File: src/rtl/mul_ctrl.sv
// mul_ctrl: shift-and-add multiply sequencer for the R0/R1/R2 datapath.
// Optional MUL_EARLY_EXIT_EN stops once the remaining multiplier bits are all zero.
module mul_ctrl #(
  parameter int WIDTH = 16,
  parameter int ITER  = 16
) (
  input  logic             clk,
  input  logic             reset,
  input  logic             start,
  input  logic [WIDTH-1:0] opa,
  input  logic [WIDTH-1:0] opb,
  input  logic             lsb,
  output logic [1:0]       Rd,
  output logic             w,
  output logic             sel,
  output logic [1:0]       Ri,
  output logic [1:0]       Rj,
  output logic [1:0]       aop,
  output logic             loadb,
  output logic [WIDTH-1:0] dp_in,
  output logic             busy,
  output logic             done
);
  localparam int CW = $clog2(ITER + 1);
  localparam logic [3:0] IDLE = 4'd0, LDA = 4'd1, LDB = 4'd2, CLR = 4'd3, TEST = 4'd4,
                         CHK = 4'd5, SHA = 4'd6, SHB = 4'd7, DONE = 4'd8;
  logic [3:0]    state, nxt;
  logic [CW-1:0] count;
  logic          last;
`ifdef MUL_EARLY_EXIT_EN
  logic [WIDTH-1:0] shadow;
  always_ff @(posedge clk or posedge reset)
    if (reset) shadow <= '0;
    else if (state == LDB) shadow <= opb;
    else if (state == SHB) shadow <= shadow >> 1;
  assign last = count == CW'(1) || (shadow >> 1) == '0;
`else
  assign last = count == CW'(1);
`endif
  always_comb begin
    nxt = state;
    case (state)
      IDLE:    nxt = start ? LDA : IDLE;
      LDA:     nxt = LDB;
      LDB:     nxt = CLR;
      CLR:     nxt = TEST;
      TEST:    nxt = CHK;
      CHK:     nxt = SHA;
      SHA:     nxt = SHB;
      SHB:     nxt = last ? DONE : TEST;
      default: nxt = IDLE;
    endcase
  end
  always_ff @(posedge clk or posedge reset)
    if (reset) begin
      state <= IDLE;
      count <= '0;
    end else begin
      state <= nxt;
      if (state == CLR) count <= CW'(ITER);
      else if (state == SHB) count <= count - CW'(1);
    end
  // the add in CHK only commits when the captured multiplier bit is set
  assign w     = (state inside {LDA, LDB, CLR, SHA, SHB}) | (state == CHK & lsb);
  assign sel   = state inside {LDA, LDB, CLR};
  assign Rd    = (state == LDB || state == SHB) ? 2'd1 : (state == CLR || state == CHK) ? 2'd2 : 2'd0;
  assign Ri    = (state == TEST || state == SHB) ? 2'd1 : state == CHK ? 2'd2 : 2'd0;
  assign Rj    = 2'd0;
  assign aop   = state == TEST ? 2'b11 : state == CHK ? 2'b10 : state == SHA ? 2'b01 : 2'b00;
  assign loadb = state == TEST;
  assign dp_in = state == LDA ? opa : state == LDB ? opb : '0;
  assign busy  = state != IDLE;
  assign done  = state == DONE;
endmodule

File: config.mk
export PLATFORM = sky130hd
export DESIGN_NAME = mul_ctrl
export DESIGN_NICKNAME = d
export VERILOG_FILES = /design/src/rtl/mul_ctrl.sv
export SDC_FILE = /design/constraint.sdc
export NUM_CORES = 1
export LEC_CHECK = 0
export ABC_AREA = 1
export ABC_CLOCK_PERIOD_IN_PS = 3500
export CORE_UTILIZATION = 36
export CTS_CLUSTER_SIZE = 20
export DETAILED_ROUTE_END_ITERATION = 6
export GPL_ROUTABILITY_DRIVEN = 0
export GPL_TIMING_DRIVEN = 0
export PLACE_DENSITY_LB_ADDON = 0.15
export RECOVER_POWER = 100
export SLEW_MARGIN = 5
export SYNTH_ARGS = -nofsm -noshare
export SYNTH_HDL_FRONTEND = slang
export SYNTH_SLANG_ARGS = --single-unit
File: constraint.sdc
create_clock -name clk -period 3.5 [get_ports clk]
set_clock_uncertainty 0.1 [all_clocks]
set_input_delay 0.7 -clock clk [delete_from_list [all_inputs] [get_ports clk]]
set_output_delay 0.7 -clock clk [all_outputs]
set_load 0.03 [all_outputs]
Yosys cells after proc, flatten, opt, wreduce, memory -nomap -nowiden
Cells that the tools add are included.
Cells by class
  add/sub/neg operators: 1
  equal/unequal tests: 9
  muxes and demuxes: 14
  bitwise gates (word level): 2
  reductions and logical operators: 8
Operators with widths (count)
  $mux 16: 2
  $pmux 4 s8: 1
  $eq 4x3->1 const B: 4
  $mux 2: 6
  $mux 5: 2
  $eq 4x2->1 const B: 2
  $eq 5x1->1 const B: 1
  $reduce_bool 5->1: 1
  $sub 5x1->5 const B: 1
  $eq 4x1->1 const B: 1
  $eq 4x4->1 const B: 1
  $logic_not 4->1: 1
  $mux 4: 1
  $reduce_bool 4->1: 1
  $logic_or 1x1->1: 3
  $reduce_bool 3->1: 1
  $mux 1: 2
  $reduce_bool 2->1: 1
  $and 1x1->1: 1
  $or 1x1->1: 1
Storage, ports and cells
  register bits after elaboration: 9
  logic and storage cells: 36

Longest topological paths before layout
Gate-level depths: netlist (run 1).
  depth in word-level cells: 4
  mapped depth: 7

Worst setup path after synthesis (run 1)
OpenSTA, ideal clock, no wires.
  path kind: register to output
  from: register state[3]
  to: output port done
  data arrival time: 1477 ps
  slack: 1223 ps
  stages on the path, launching flop included: 3
  buffers on the path: 0
  cell sequence: dfrtp_1 > inv_1 > nor4_1
On the way
  word-level cells in the longest chain between the ends: 1
RTL lines
  start: declaration: RTL line 27  | logic [3:0] state, nxt;
  start signal: assignment: RTL line 59  | state <= nxt;
  $eq 4x4->1: RTL line 73  | assign done = state == DONE;
  end: declaration: RTL line 22  | output logic done
Every way passes these cells.

Worst setup path after layout (run 1)
  from: register state[3]
  to: output port dp_in[11]
On the way
  word-level cells in the longest chain between the ends: 3
RTL lines
  $eq 4x2->1: RTL line 71  | assign dp_in = state == LDA ? opa : state == LDB ? opb : '0;
  $mux 16: RTL line 71
  $mux 16 *: RTL line 71
  end: declaration: RTL line 20  | output logic [WIDTH-1:0] dp_in,
Every way passes the cells marked *; elsewhere a longest branch is shown, timed or not.

==> impl_metrics.csv, run 1 <==
group,metric,value,unit
setup_path,cp.arrival,2.19,ns
setup_path,r2r_setup_slack,2.17,ns
logic_synthesis,synth_top_cell_by_area,"dfrtp_1",
logic_synthesis,synth_edf_count,0,
grt,antenna_found_initial,0,
logic_synthesis,synthTopCellsByArea,"dfrtp_1 (26%), nand3_1 (21%), nand2_1 (16%)",
logic_synthesis,synth-seq-cells,9,
clocking,clkSinkCount,9,
clocking,cts_hold_buffers,0,
final_layout,final.fill_count,188,
logic_synthesis,synth_top_family_by_area,"simple AND/OR/NAND/NOR gates",
final_layout,layout.cells.non_filler,229,
pwr,ir_worst_vdd,0.166,mV
setup_path,crit_path_start,"state[3]$_DFF_PP0_",
setup_path,cp-start-kind,"flip-flop",
detailed_routing,wl_per_cell,12.2,um
setup_path,r2r_cells,4,
timing,timing.final.crit_share,85.3,%
grt,gr-total-overflow,0,
floorplan,ios,65,
clocking,cts-root-buf,"clkbuf_4",
final_layout,drive_gt1_share,9.45,%
detailed_routing,dr_total_vias,1102,
logic_synthesis,synth_common_cells,"nand2_1 (37), nand3_1 (37), inv_1 (14)",
logic_synthesis,synthXorXnorAreaFrac,1.01,%
clocking,cts_inserted_buffers,3,
setup_path,worstSetupPathType,"reg2out",
timing,fmax,335,MHz
timing,whs,0.393,ns
logic_synthesis,synth-async-reset-ratio,100,%
placement,place_hpwl,2290,um
setup_path,crit_slowest_cell,"dlygate4sd3_1",
setup_path,required,2.70,ns
detailed_routing,drc,0,
timing,fin_crit,2.99,ns
final_layout,multi_input_area,507,um2
timing,setup_violations,0,
floorplan,dieArea,0.00260,mm2
outcome,status,"completed",
logic_synthesis,synth_cell_types,23,
floorplan,dieWidth,51.0,um
logic_synthesis,postSynthCellCount,134,
setup_path,path_cells,"nor2_4 -> buf_2 -> nand3_1 -> nand2_1 -> dlygate4sd3_1",
setup_path,critPathCaptureType,"output pin",
clocking,cts_buffer_depth,2,
timing,timing.setup.tns,0,ns
logic_synthesis,ys.flop_type,"dfrtp_1",
clocking,htreeDepth,1,
final_layout,layout.nets,240,
grt,grt_pass1_wl,4370,um
logic_synthesis,syn-cell-area,865,um2
setup_path,path_max_fanout,10,
flow_run,drv_cap,0,
timing,drv_slew,0,
setup_path,reg2reg_from,"state[0]$_DFF_PP0_",
setup_path,crit_end,"dp_in[11]",
logic_synthesis,syn_avg_cell_area,6.45,um2
detailed_routing,drtIter0Drc,20,
detailed_routing,viasPerCell,4.81,
floorplan,core,0.00223,mm2
timing,rsz0062_at_grt,"no",
final_layout,final_util,69.1,%
clocking,clkSlewWorstSetupHoldPaths,0.06,ns
pwr,powerDensity,151,mW/mm2
pwr,p_leak,0.868,nW
clocking,cts_tree,"built",
grt,grt_pass1_vias,973,
placement,port_buffers,62,
logic_synthesis,yosys.area_share.simple,51.4,%
logic_synthesis,yosysSeqAreaShare,26.0,%
final_layout,seq_area,225,um2
detailed_routing,final_antenna_net_count,0,
logic_synthesis,ys.warnings.count,0,
logic_synthesis,synth_mux_area_share,0,%
clocking,cts.repair.resized,0,
logic_synthesis,synthAdderAreaFrac,2.89,%
placement,placed_cells,225,
floorplan,rows,17,
clocking,clk_latency,0.27,ns
final_layout,areaGrowthSynthToFinish,78.4,%
setup_path,r2r-end,"count[2]$_DFFE_PP0P_",
grt,grt.total_usage,22.2,%
min_path,hold_class,"reg2reg",
setup_path,cpPeakStageDelay,0.75,ns
detailed_routing,wl,2790,um
floorplan,die_h,51.0,um
grt,grt_start_max_net_pins,11,
logic_synthesis,synth-compound-area-share,3.33,%
final_layout,antenna_cells,0,
logic_synthesis,synth.top_cell.area_share,26.0,%
floorplan,start_util,38.7,%
timing,hold_viol_final,0,
clocking,postCtsSetupBuffers,0,
detailed_routing,first_pass_iters,4,
## cells in the final DEF, fill, tap and decap left out, types with 2 or more instances in the layout
cell type and n:
ha_1 2, inv_2 2, clkdlybuf4s50_1 34, buf_6 2, buf_4 5, nor2_1 7, clkbuf_4 3, nand3_1 37
conb_1 2, dfrtp_1 9, inv_1 15, dlygate4sd3_1 28, nor2_4 2, nand2_1 38, o22ai_1 3, nor2_2 2
## kinds of logic after synthesis
kind of cell	Yosys count
buf+inv	25
simple gates	91
flops	9
xor+xnor	1
compound gates	5
other cells	1
fa+ha+maj	2
## worst max-delay path, delay by kind of cell (launching register included)
family                 cells  cell delay (ns)
flip-flops                 1             0.46
buffers and inverters      2             1.01
AND/OR/NAND/NOR            3             0.44
## worst min-delay path by stage
stage	depth (start not counted)	startpoint	endpoint
6_report	2	count[4]$_DFFE_PP0P_	count[4]$_DFFE_PP0P_
3_5_place_dp	2	count[4]$_DFFE_PP0P_	count[4]$_DFFE_PP0P_
2_1_floorplan	2	count[4]$_DFFE_PP0P_	count[4]$_DFFE_PP0P_
5_1_grt	2	count[4]$_DFFE_PP0P_	count[4]$_DFFE_PP0P_
3_3_place_gp	2	count[4]$_DFFE_PP0P_	count[4]$_DFFE_PP0P_
4_1_cts	2	count[4]$_DFFE_PP0P_	count[4]$_DFFE_PP0P_
## per-stage QoR
stage | area (um2) | setup slack, ns | power, W
after global placement | 1520 | 0.688 | 0.000151
after detailed placement | 1520 | 0.671 | 0.000152
final | 1540 | 0.513 | 0.000233
after CTS | 1550 | 0.563 | 0.000238
after floorplan | 868 | 1.22 | 0.000112
after global routing | 1540 | 0.403 | 0.000242
## metal layers
layer / part of all wire [%] / track usage, % / up-vias
met2: 46 / 36.2 / 44
met1: 44 / 28.5 / 493
li1: - / - / 563
met5: 0 / 0 / -
met4: 0.90 / 8.33 / 0
met3: 8.9 / 4.46 / 2
## report_power, final
group / switching, W / total (W) / internal, W
combinational: 0.0000109 / 0.0000461 / 0.0000353
sequential: 0 / 0.000104 / 0.000104
clock: 0.0000390 / 0.0000831 / 0.0000441
## sequential cells by signal (all words and copies together), names as in the netlist
signal,cells
count,5
state,4
## cell type report
type	count	share of cell area, %
plain buffers	8	4.22
flip-flops and latches	9	14.6
inverters	17	4.14
well taps	28	2.27
multi-input cells	101	32.8
repair buffers	62	40.2
clock buffers	4	1.70
No activity file was read; power rests on OpenSTA's default activity.
==> run 2, diff against run 1 <==
--- a/config.mk
+++ b/config.mk
@@ -6,8 +6,9 @@
 export NUM_CORES = 1
 export LEC_CHECK = 0
 export ABC_AREA = 1
-export ABC_CLOCK_PERIOD_IN_PS = 3500
-export CORE_UTILIZATION = 36
+export ABC_CLOCK_PERIOD_IN_PS = 2700
+export CORE_ASPECT_RATIO = 2
+export CORE_UTILIZATION = 30
 export CTS_CLUSTER_SIZE = 20
 export DETAILED_ROUTE_END_ITERATION = 6
 export GPL_ROUTABILITY_DRIVEN = 0
==> constraint.sdc (replaced) <==
create_clock -name clk -period 2.7 [get_ports clk]
set_clock_uncertainty 0.1 [all_clocks]
set_input_delay 0.54 -clock clk [delete_from_list [all_inputs] [get_ports clk]]
set_output_delay 0.54 -clock clk [all_outputs]
set_load 0.03 [all_outputs]
==> impl_metrics.csv, run 2 (synthesized netlist as in run 1, its figures left out) <==
group,metric,value,unit
clocking,clkSlewWorstSetupHoldPaths,0.04,ns
timing,whs,0.392,ns
pwr,seqPwrFrac,38.8,%
floorplan,dieArea,0.00311,mm2
clocking,htreeDepth,1,
detailed_routing,final_antenna_net_count,0,
timing,timing.final.crit_share,95.0,%
final_layout,drive_gt1_share,9.95,%
timing,rsz0062_at_grt,"no",
setup_path,r2r_setup_slack,1.31,ns
pwr,powerDensity,236,mW/mm2
grt,grt_pass1_wl,4170,um
detailed_routing,drc,0,
grt,grt.total_usage,18.5,%
floorplan,core,0.00274,mm2
setup_path,worstSetupPathType,"in2out",
timing,fmax,390,MHz
pwr,p_leak,0.805,nW
final_layout,regMostFlops,"count",
clocking,cts_hold_buffers,0,
detailed_routing,drtIter0Drc,17,
setup_path,cp.arrival,1.92,ns
clocking,cts_buffer_depth,2,
clocking,clkSinkCount,9,
pwr,power_switching_share,18.6,%
pwr,p_switching,0.0000650,W
placement,place_hpwl,2410,um
grt,gr-total-overflow,0,
detailed_routing,wl_per_cell,12.9,um
final_layout,antenna_cells,0,
timing,timing.setup.tns,0,ns
detailed_routing,viasPerCell,4.87,
outcome,status,"completed",
pwr,ir_worst_vdd,0.293,mV
clocking,cts-root-buf,"clkbuf_8",
floorplan,die_h,77.9,um
timing,setup_violations,0,
min_path,hold_class,"reg2reg",
placement,port_buffers,62,
setup_path,path_max_fanout,1,
timing,drv_slew,0,
final_layout,top_regs,"count (5), state (4)",
timing,hold_viol_final,0,
setup_path,critPathCaptureType,"output pin",
floorplan,dieWidth,40.0,um
clocking,cts_tree,"built",
setup_path,required,2.06,ns
pwr,pwr-share-comb,17.2,%
final_layout,layout.nets,240,
floorplan,start_util,31.6,%
placement,placed_cell_area,0.00153,mm2
final_layout,final_area,0.00148,mm2
timing,fin_ws,0.136,ns
grt,grt_pass1_vias,1058,
floorplan,ios,65,
final_layout,largest_register_ffs,5,
clocking,cts_inserted_buffers,3,
timing,fin_crit,2.56,ns
pwr,p_clk_share,44.0,%
grt,antenna_found_initial,0,
detailed_routing,first_pass_iters,4,
placement,dpl_worst_slack,0.184,ns
detailed_routing,dr_total_vias,1121,
grt,grt_start_max_net_pins,11,
final_layout,areaGrowthSynthToFinish,71.1,%
detailed_routing,wl,2970,um
setup_path,cp-start-kind,"input port",
final_layout,final.fill_count,299,
flow_run,drv_cap,0,
pwr,p_int,0.000284,W
clocking,clk_latency,0.23,ns
final_layout,mostFrequentLayoutCells,"nand2_1 (37), nand3_1 (37), clkdlybuf4s50_1 (36), clkbuf_1 (16), inv_1 (15)",
floorplan,rows,27,
run 2: cell types whose count changed in the layout (fill, tap and decap cells not counted), sizes merged:
cell | before | now
clkdlybuf4s50 | 34 | 36
clkbuf | 4 | 19
dlymetal6s2s | 0 | 1
dlygate4sd3 | 28 | 10
run 2: repair_timing:
action                                  4_1_cts  5_1_grt
setup buffers                                 0        0
resized for setup                             0       17
endpoints found under the setup margin        0       17
hold endpoints to repair                      0        0
run 2: layout make-up:
| class | count | area, um2 | share of cell area (%) |
|---|---|---|---|
| repair buffers | 62 | 529 | 35.8 |
| clock buffers | 4 | 45.0 | 3.05 |
| inverters | 17 | 63.8 | 4.31 |
| flip-flops and latches | 9 | 225 | 15.2 |
| plain buffers | 8 | 65.1 | 4.40 |
| multi-input cells | 101 | 514 | 34.8 |
| well taps | 29 | 36.3 | 2.45 |
run 2: final timing paths:
check / depth (start not counted) / end / start
min: 2 / count[4]$_DFFE_PP0P_ / count[4]$_DFFE_PP0P_
min reg2reg: 2 / count[4]$_DFFE_PP0P_ / count[4]$_DFFE_PP0P_
max: 4 / w / lsb
min in group asynchronous: 2 / count[4]$_DFFE_PP0P_ / reset
max reg2reg: 5 / count[0]$_DFFE_PP0P_ / state[0]$_DFF_PP0_
max in group asynchronous: 2 / state[1]$_DFF_PP0_ / reset
run 2: routing by layer:
layer	wire, um	global-route usage (%)
met1	950	15.0
met2	1760	37.9
met3	228	2.00
met4	28	6.21
met5	0	0
run 2: metrics by stage:
step,util [%],power [W],std cells
final,54.0,0.000349,230
after global routing,54.0,0.000360,230
after CTS,57.4,0.000352,230
after detailed placement,55.7,0.000197,226
after global placement,55.7,0.000197,226
after floorplan,-,0.000146,135
run 2: power by group through the flow:
stage                     Sequential [W]  Clock, W  Combinational (W)
after CTS                       0.000135  0.000156          0.0000603
after global routing            0.000135  0.000161          0.0000635
after detailed placement        0.000137         0          0.0000599
final                           0.000135  0.000153          0.0000599
after global placement          0.000137         0          0.0000592
after floorplan                 0.000137         0         0.00000819
run 2: critical path, cell delays in order:
cell and delay [ns]:
clkdlybuf4s50_1 0.46, a21oi_1 0.06, o22ai_1 0.10, dlygate4sd3_1 0.76
==> run 3, diff against run 2 <==
--- a/config.mk
+++ b/config.mk
@@ -9,6 +9,7 @@
 export ABC_CLOCK_PERIOD_IN_PS = 2700
 export CORE_ASPECT_RATIO = 2
 export CORE_UTILIZATION = 30
+export CTS_BUF_LIST = sky130_fd_sc_hd__clkbuf_16
 export CTS_CLUSTER_SIZE = 20
 export DETAILED_ROUTE_END_ITERATION = 6
 export GPL_ROUTABILITY_DRIVEN = 0
==> impl_metrics.csv, run 3 (synthesized netlist as in run 1, its figures left out) <==
group,metric,value,unit
grt,grt_start_max_net_pins,11,
min_path,holdCritStartpoint,"count[4]$_DFFE_PP0P_",
setup_path,cp.arrival,1.93,ns
setup_path,cp-start-kind,"flip-flop",
detailed_routing,final_antenna_net_count,0,
floorplan,core,0.00274,mm2
min_path,hold_end,"count[4]$_DFFE_PP0P_",
final_layout,antenna_cells,0,
flow_run,drv_cap,0,
detailed_routing,drtIter0Drc,8,
setup_path,path_max_fanout,6,
timing,hold_viol_final,0,
setup_path,required,2.06,ns
placement,placed_cell_area,0.00153,mm2
detailed_routing,wl_per_cell,13.0,um
floorplan,dieWidth,40.0,um
setup_path,cp_common_cell,"nand2_1",
setup_path,cpPeakStageDelay,0.73,ns
setup_path,critPathCaptureType,"output pin",
floorplan,die_h,77.9,um
detailed_routing,first_pass_iters,4,
setup_path,cpLargestDelayFamily,"buffers and inverters",
detailed_routing,wl,3000,um
grt,antenna_found_initial,0,
final_layout,drive_gt1_share,9.95,%
final_layout,seq_area,225,um2
setup_path,reg2reg_from,"state[0]$_DFF_PP0_",
final_layout,final.fill_count,294,
clocking,htreeDepth,1,
floorplan,ios,65,
final_layout,multi_input_area,514,um2
detailed_routing,viasPerCell,4.89,
outcome,status,"completed",
timing,timing.final.crit_share,95.1,%
final_layout,areaGrowthSynthToFinish,75.0,%
clocking,clkSinkCount,9,
placement,port_buffers,62,
clocking,clkSlewWorstSetupHoldPaths,0.04,ns
clocking,cts_hold_buffers,0,
final_layout,largest_register_ffs,5,
min_path,hold_class,"reg2reg",
grt,grt.total_usage,18.6,%
setup_path,crit_buf_inv,1,
final_layout,regMostFlops,"count",
clocking,cts_inserted_buffers,3,
detailed_routing,drc,0,
floorplan,start_util,31.6,%
grt,gr-total-overflow,0,
final_layout,layout.nets,240,
clocking,postCtsSetupBuffers,0,
setup_path,r2r-end,"count[0]$_DFFE_PP0P_",
floorplan,dieArea,0.00311,mm2
pwr,ir_worst_vdd,0.394,mV
placement,place_hpwl,2410,um
final_layout,final_util,55.3,%
setup_path,path_cells,"nor2_2 -> nand2_1 -> nand2_1 -> dlygate4sd3_1",
setup_path,r2r_setup_slack,1.31,ns
clocking,clk_latency,0.24,ns
timing,fin_crit,2.57,ns
timing,rsz0062_at_grt,"no",
pwr,p_leak,0.827,nW
timing,setup_violations,0,
clocking,cts_tree,"built",
timing,timing.setup.tns,0,ns
clocking,cts_buffer_depth,2,
setup_path,r2r_cells,5,
final_layout,final_area,0.00151,mm2
pwr,powerDensity,300,mW/mm2
timing,fmax,389,MHz
grt,grt_pass1_vias,1065,
timing,drv_slew,0,
floorplan,rows,27,
setup_path,worstSetupPathType,"reg2out",
grt,grt_pass1_wl,4210,um
setup_path,crit_slowest_cell,"dlygate4sd3_1",
final_layout,top_regs,"count (5), state (4)",
final_layout,mostFrequentLayoutCells,"nand2_1 (37), nand3_1 (37), clkdlybuf4s50_1 (37), inv_1 (16), clkbuf_1 (15)",
min_path,min_path_cells,2,
clocking,cts-root-buf,"clkbuf_16",
detailed_routing,dr_total_vias,1125,
-- run 3: changes by cell type in the layout (fill, tap and decap cells not counted) --
| cell | change |
|---|---|
| clkbuf_16 | +3 |
| clkbuf_8 | -3 |
| clkbuf_1 | -1 |
| clkdlybuf4s50_1 | +1 |
| dlygate4sd3_1 | -1 |
| inv_1 | +1 |
-- run 3: final cells by class --
| class | count | area share, % |
|---|---|---|
| clock inverter | 1 | 0.248 |
| inverter | 17 | 4.22 |
| timing repair buffer | 62 | 35.0 |
| clock buffer | 3 | 4.96 |
| buffer | 8 | 4.30 |
| sequential | 9 | 14.9 |
| tap | 29 | 2.40 |
| multi-input combinational | 101 | 34.0 |
-- run 3: through the flow --
stage / setup WS [ns] / instances / total power, W / hold slack [ns]
3_5_place_dp: 0.184 / 226 / 0.000197 / 0.384
3_3_place_gp: 0.183 / 226 / 0.000197 / 0.367
2_1_floorplan: 0.583 / 135 / 0.000146 / 0.268
5_1_grt: 0.0522 / 230 / 0.000464 / 0.432
6_report: 0.131 / 230 / 0.000454 / 0.394
4_1_cts: 0.0101 / 230 / 0.000457 / 0.395
-- run 3: worst max path at each step --
| stage | slack [ns] | start | cells after the start | endpoint |
|---|---|---|---|---|
| after detailed placement | 0.18 | lsb | 4 | w |
| after global placement | 0.18 | lsb | 4 | w |
| final | 0.13 | state[0]$_DFF_PP0_ | 4 | Ri[0] |
| after global routing | 0.05 | state[0]$_DFF_PP0_ | 5 | Rd[1] |
| after floorplan | 0.58 | state[3]$_DFF_PP0_ | 2 | done |
| after CTS | 0.01 | state[3]$_DFF_PP0_ | 5 | dp_in[13] |
-- run 3: worst min-delay path: cells and delay by family, from the launching register on --
kind | cells | cell delay (ns)
and+or+nand+nor | 2 | 0.11
DFF | 1 | 0.35
-- run 3: repair_timing --
action,in CTS,in global routing
resized for setup,0,17
hold endpoints to repair,0,0
endpoints found under the setup margin,0,17
-- run 3: where the power goes --
part / internal, W / total (W) / switching (W)
Sequential: 0.000136 / 0.000136 / 0
Clock: 0.000193 / 0.000258 / 0.0000646
Combinational: 0.0000457 / 0.0000599 / 0.0000142
Total: 0.000375 / 0.000454 / 0.0000789
-- run 3: layer usage --
layer	share of wire, %	vias to the layer above	global-route usage [%]
li1	-	564	-
met1	32	513	15.6
met2	59	43	37.9
met3	7.6	5	1.14
met4	1.3	0	7.24
met5	0	-	0
==> variant 1, RTL diff (config.mk and constraints of run 2) <==
Change the parameter `WIDTH` from 16 to 24.
--- a/src/rtl/mul_ctrl.sv
+++ b/src/rtl/mul_ctrl.sv
@@ -3,3 +3,3 @@
 module mul_ctrl #(
-  parameter int WIDTH = 16,
+  parameter int WIDTH = 24,
   parameter int ITER  = 16
Ports: changed (resized dp_in, opa and opb); port bits go from 65 to 89. The function was not compared with the original's and may differ.
==> variant 1 against run 2 <==
- sequential cell count stayed put
- synthesized cell count is 20% higher
- routed wire length is 25% higher
- synthesized area is 10% higher
- power is 6.8% higher
- cell area is 24% higher
- setup slack worse by 45 ps
- hold slack worse by 3.4 ps
- largest power group unchanged
==> variant 1: results <==
{
  "status": "finished clean",
  "max_freq_mhz": 383,
  "ir_worst_vdd_mv": 0.313,
  "netlist_top_cells_count": "nand3_1 (54), nand2_1 (45), inv_1 (14), dfrtp_1 (9), nor2_1 (8)",
  "clkLatencyLatePin_ps": 230,
  "r2r-start": "count[0]",
  "rrSetupSlack_ps": 1420,
  "max_stage_delay_ps": 660,
  "place_hpwl_um": 2980,
  "ctsRootBufferMaster": "clkbuf_8",
  "grt_use_total_pct": 22.0,
  "grt_pass1_wl_um": 5950,
  "dp.cells": 278,
  "fillCellCount": 304,
  "drive_gt1_share_pct": 9.13,
  "antenna_found_initial": 0,
  "cts_buffers": 3,
  "endpoint": "dp_in[18]",
  "arrival_ps": 1970,
  "drt_iter0_markers": 22,
  "preCtsSetupSlack_ps": 145,
  "ys_types": 20,
  "synthCells": 161,
  "r2r_cells": 7,
  "synth.area.top_cells": "nand3_1 (28%), dfrtp_1 (24%), nand2_1 (18%)",
  "hold_depth": 2,
  "ys_seq_area_share_pct": 23.6,
  "num-nets-final": 307,
  "drt_wl_total_um": 3700,
  "rr_endpoint": "count[4]",
  "wl_per_cell_um": 13.1,
  "grt_pass1_vias": 1281,
  "yosysWarnings": 0,
  "cp_max_fo": 10,
  "grt_max_degree": 11,
  "ctsLongestPathBuffers": 2,
  "post_cts_resized": 1,
  "ys.flop_type": "dfrtp_1",
  "routed_via_density": 4.84,
  "num_antenna_cells": 0,
  "post_cts_buffers": 0,
  "clk_pin_slew_worst_paths_ps": 40,
  "async_flop_share_pct": 100,
  "slowest_stage": "clkdlybuf4s50_1",
  "portBuffers": 86,
  "antenna_left": 0,
  "p_leak_nw": 0.919,
  "cp-startpoint": "state[3]",
  "cp-start-kind": "flip-flop"
}
==> variant 1: where the power goes <==
group / internal, mW / switching, mW / total [mW]
clock: 0.103 / 0.0521 / 0.155
combinational: 0.0657 / 0.0167 / 0.0824
sequential: 0.135 / 0 / 0.135
total: 0.304 / 0.0688 / 0.373
==> variant 1: critical path: cells and delay by family (launching register included) <==
kind | cells | cell delay (ps)
buffers and inverters | 2 | 910
flip-flops | 1 | 450
AND/OR/NAND/NOR | 3 | 370
==> variant 1: kinds of logic after synthesis <==
kind of cell    synth area share, %
xor+xnor                      0.919
fa+ha+maj                      2.62
compound gates                 3.02
buf+inv                        14.0
other cells                   0.393
simple gates                   55.4
flops                          23.6
==> variant 1: worst min-delay path by stage <==
stage                          end      from
after global placement    count[4]  count[4]
after floorplan           count[0]     reset
after CTS                 count[4]  count[4]
final                     count[4]  count[4]
after detailed placement  count[4]  count[4]
after global routing      count[4]  count[4]
==> variant 1: layout make-up <==
class                      instances  area [sq um]  share of cell area (%)
timing repair buffer              86           785                    42.8
multi-input combinational        125           603                    32.9
sequential                         9           228                    12.4
buffer                            11          70.1                    3.83
inverter                          17          63.8                    3.48
clock buffer                       4          45.0                    2.46
tap                               30          37.5                    2.05
==> variant 1: stage by stage <==
step / hold slack [ps] / power (mW) / instance area, sq um
final: 388 / 0.373 / 1830
after global routing: 414 / 0.393 / 1830
after CTS: 398 / 0.377 / 1900
after detailed placement: 388 / 0.220 / 1860
after global placement: 368 / 0.219 / 1860
after floorplan: 268 / 0.146 / 957
==> variant 1: routing by layer <==
metal / routed length (um) / vias up / part of all wire (%) / global-route usage, %
met4: 42 / 0 / 1.1 / 6.77
met2: 2020 / 56 / 54 / 43.8
li1: - / 704 / - / -
met3: 218 / 5 / 5.9 / 3.30
met1: 1430 / 599 / 39 / 22.8
met5: 0 / - / 0 / 0
==> variant 2, RTL diff (config.mk and constraints of run 2) <==
Made on the original files. Put a register stage on the output `dp_in`, without a reset. The value now appears one clock later. The other outputs are not delayed to match.
--- a/src/rtl/mul_ctrl.sv
+++ b/src/rtl/mul_ctrl.sv
@@ -70,3 +70,5 @@
   assign loadb = state == TEST;
-  assign dp_in = state == LDA ? opa : state == LDB ? opb : '0;
+  always_ff @(posedge clk) begin
+    dp_in <= state == LDA ? opa : state == LDB ? opb : '0;
+  end
   assign busy  = state != IDLE;
Function: changed (a bounded check fails within 4 cycles, from zero or initial values and one cycle with reset high).
==> variant 2 against run 2 <==
- count of clock-buffer cells in the layout unchanged
- routed wire length grew 1.3%
- first-iteration DRC count shrank 5.9%
- synthesized cell count rose by 6.0%
- cell area is 23% higher
- largest cell class unchanged
- power rose by 87%
- final cell count grew 12%
- hold slack better by 10 ps
- synthesized area increased by 32%
- setup slack improved by 26 ps
- sequential cell count rose by 16
- non-clock buffer count shrank 2
==> variant 2: results <==
{
  "antenna_found_initial": 0,
  "netlist_top_cells_count": "inv_1 (30), nand3_1 (21), dfxtp_1 (16), nand2_1 (13), nor2_1 (11)",
  "routed-via-count": 1146,
  "rr_endpoint": "dp_in[9]",
  "routed_via_density": 4.44,
  "max_stage_delay_ps": 660,
  "yosysWarnings": 0,
  "drive_gt1_share_pct": 6.70,
  "p_leak_nw": 0.876,
  "min-delay-start": "state[3]",
  "fillCellCount": 402,
  "drt_wl_total_um": 3010,
  "num_antenna_cells": 0,
  "slowest_stage": "clkdlybuf4s50_1",
  "grt_max_degree": 14,
  "rrSetupSlack_ps": 1320,
  "ys.flop_type": "dfxtp_1",
  "top_regs": "dp_in x16, count x5, state x4",
  "cp_max_fo": 7,
  "hold_depth": 1,
  "post_cts_buffers": 0,
  "avgSynthCellArea_sq_um": 8.02,
  "clk_pin_slew_worst_paths_ps": 80,
  "clkLatencyLatePin_ps": 260,
  "grt_pass1_wl_um": 4860,
  "drt_iter0_markers": 16,
  "r2r_cells": 5,
  "preCtsSetupSlack_ps": 196,
  "ctsRootBufferMaster": "clkbuf_8",
  "ir_worst_vdd_mv": 0.285,
  "grt_pass1_vias": 1161,
  "place_hpwl_um": 2380,
  "whs_ps": 402,
  "area_growth_pct": 59.5,
  "async_flop_share_pct": 36.0,
  "grt_use_total_pct": 16.4,
  "ys_seq_area_share_pct": 47.9,
  "synth.area.top_cells": "dfxtp_1 (28%), dfrtp_1 (20%), inv_1 (9.9%)",
  "arrival_ps": 1900,
  "status": "finished clean",
  "num-nets-final": 248,
  "ys_types": 21,
  "drt_first_pass_iters": 5,
  "whs_endpoint": "state[1]",
  "place_area_sq_um": 1820
}
-- variant 2: cell types whose count changed in the layout (fill, tap and decap cells not counted), sizes merged, moves of 2 or more --
cell / change
a21oi: +2
buf: -3
clkbuf: -11
dfxtp: +16
dlygate4sd2: +4
dlygate4sd3: +8
inv: +13
nand2: -24
nand3: -16
nor3: +3
o21ai: +18
-- variant 2: report_power, final --
group	total, mW	internal, mW	leakage, nW	switching [mW]
combinational	0.0635	0.0471	0.619	0.0163
clock	0.217	0.105	0.0228	0.112
sequential	0.370	0.370	0.234	0
-- variant 2: worst reg2reg max path: stages, from the launching register on --
cell,delay (ps)
dfrtp_1,410
inv_1,110
nor2_2,290
buf_4,250
nand3_1,80
o21ai_0,80
-- variant 2: cell families (layout without fill, tap and decap cells) --
logic type,count (synthesis),count (layout),synth area share [%]
compound gates,24,24,13.4
fa+ha+maj,2,2,2.20
buf+inv,36,102,13.3
flops,25,25,47.9
other cells,1,2,0.329
simple gates,54,54,22.9
-- variant 2: area by class of cell --
type | count | share of cell area [%]
timing repair buffer | 62 | 32.9
clock buffer | 4 | 2.48
inverter | 30 | 6.20
sequential | 25 | 30.0
multi-input combinational | 82 | 22.8
buffer | 6 | 2.21
tap | 49 | 3.38
-- variant 2: worst max path at each step --
stage | from | end | slack [ps]
2_1_floorplan | state[1] | done | 590
3_3_place_gp | lsb | w | 180
3_5_place_dp | lsb | w | 200
4_1_cts | state[1] | Ri[0] | 50
5_1_grt | state[3] | aop[0] | 50
6_report | state[3] | aop[0] | 160
-- variant 2: per-layer routing --
layer	wire length, um	global-route usage, %	part of all wire (%)
met1	1180	17.4	39
met2	1640	29.7	55
met3	146	2.63	4.9
met4	40	7.71	1.3
met5	0	0	0
-- variant 2: timing repair --
action	in CTS	in global routing
gates resized for setup	5	5
cloned	0	0
setup endpoints to repair	6	4
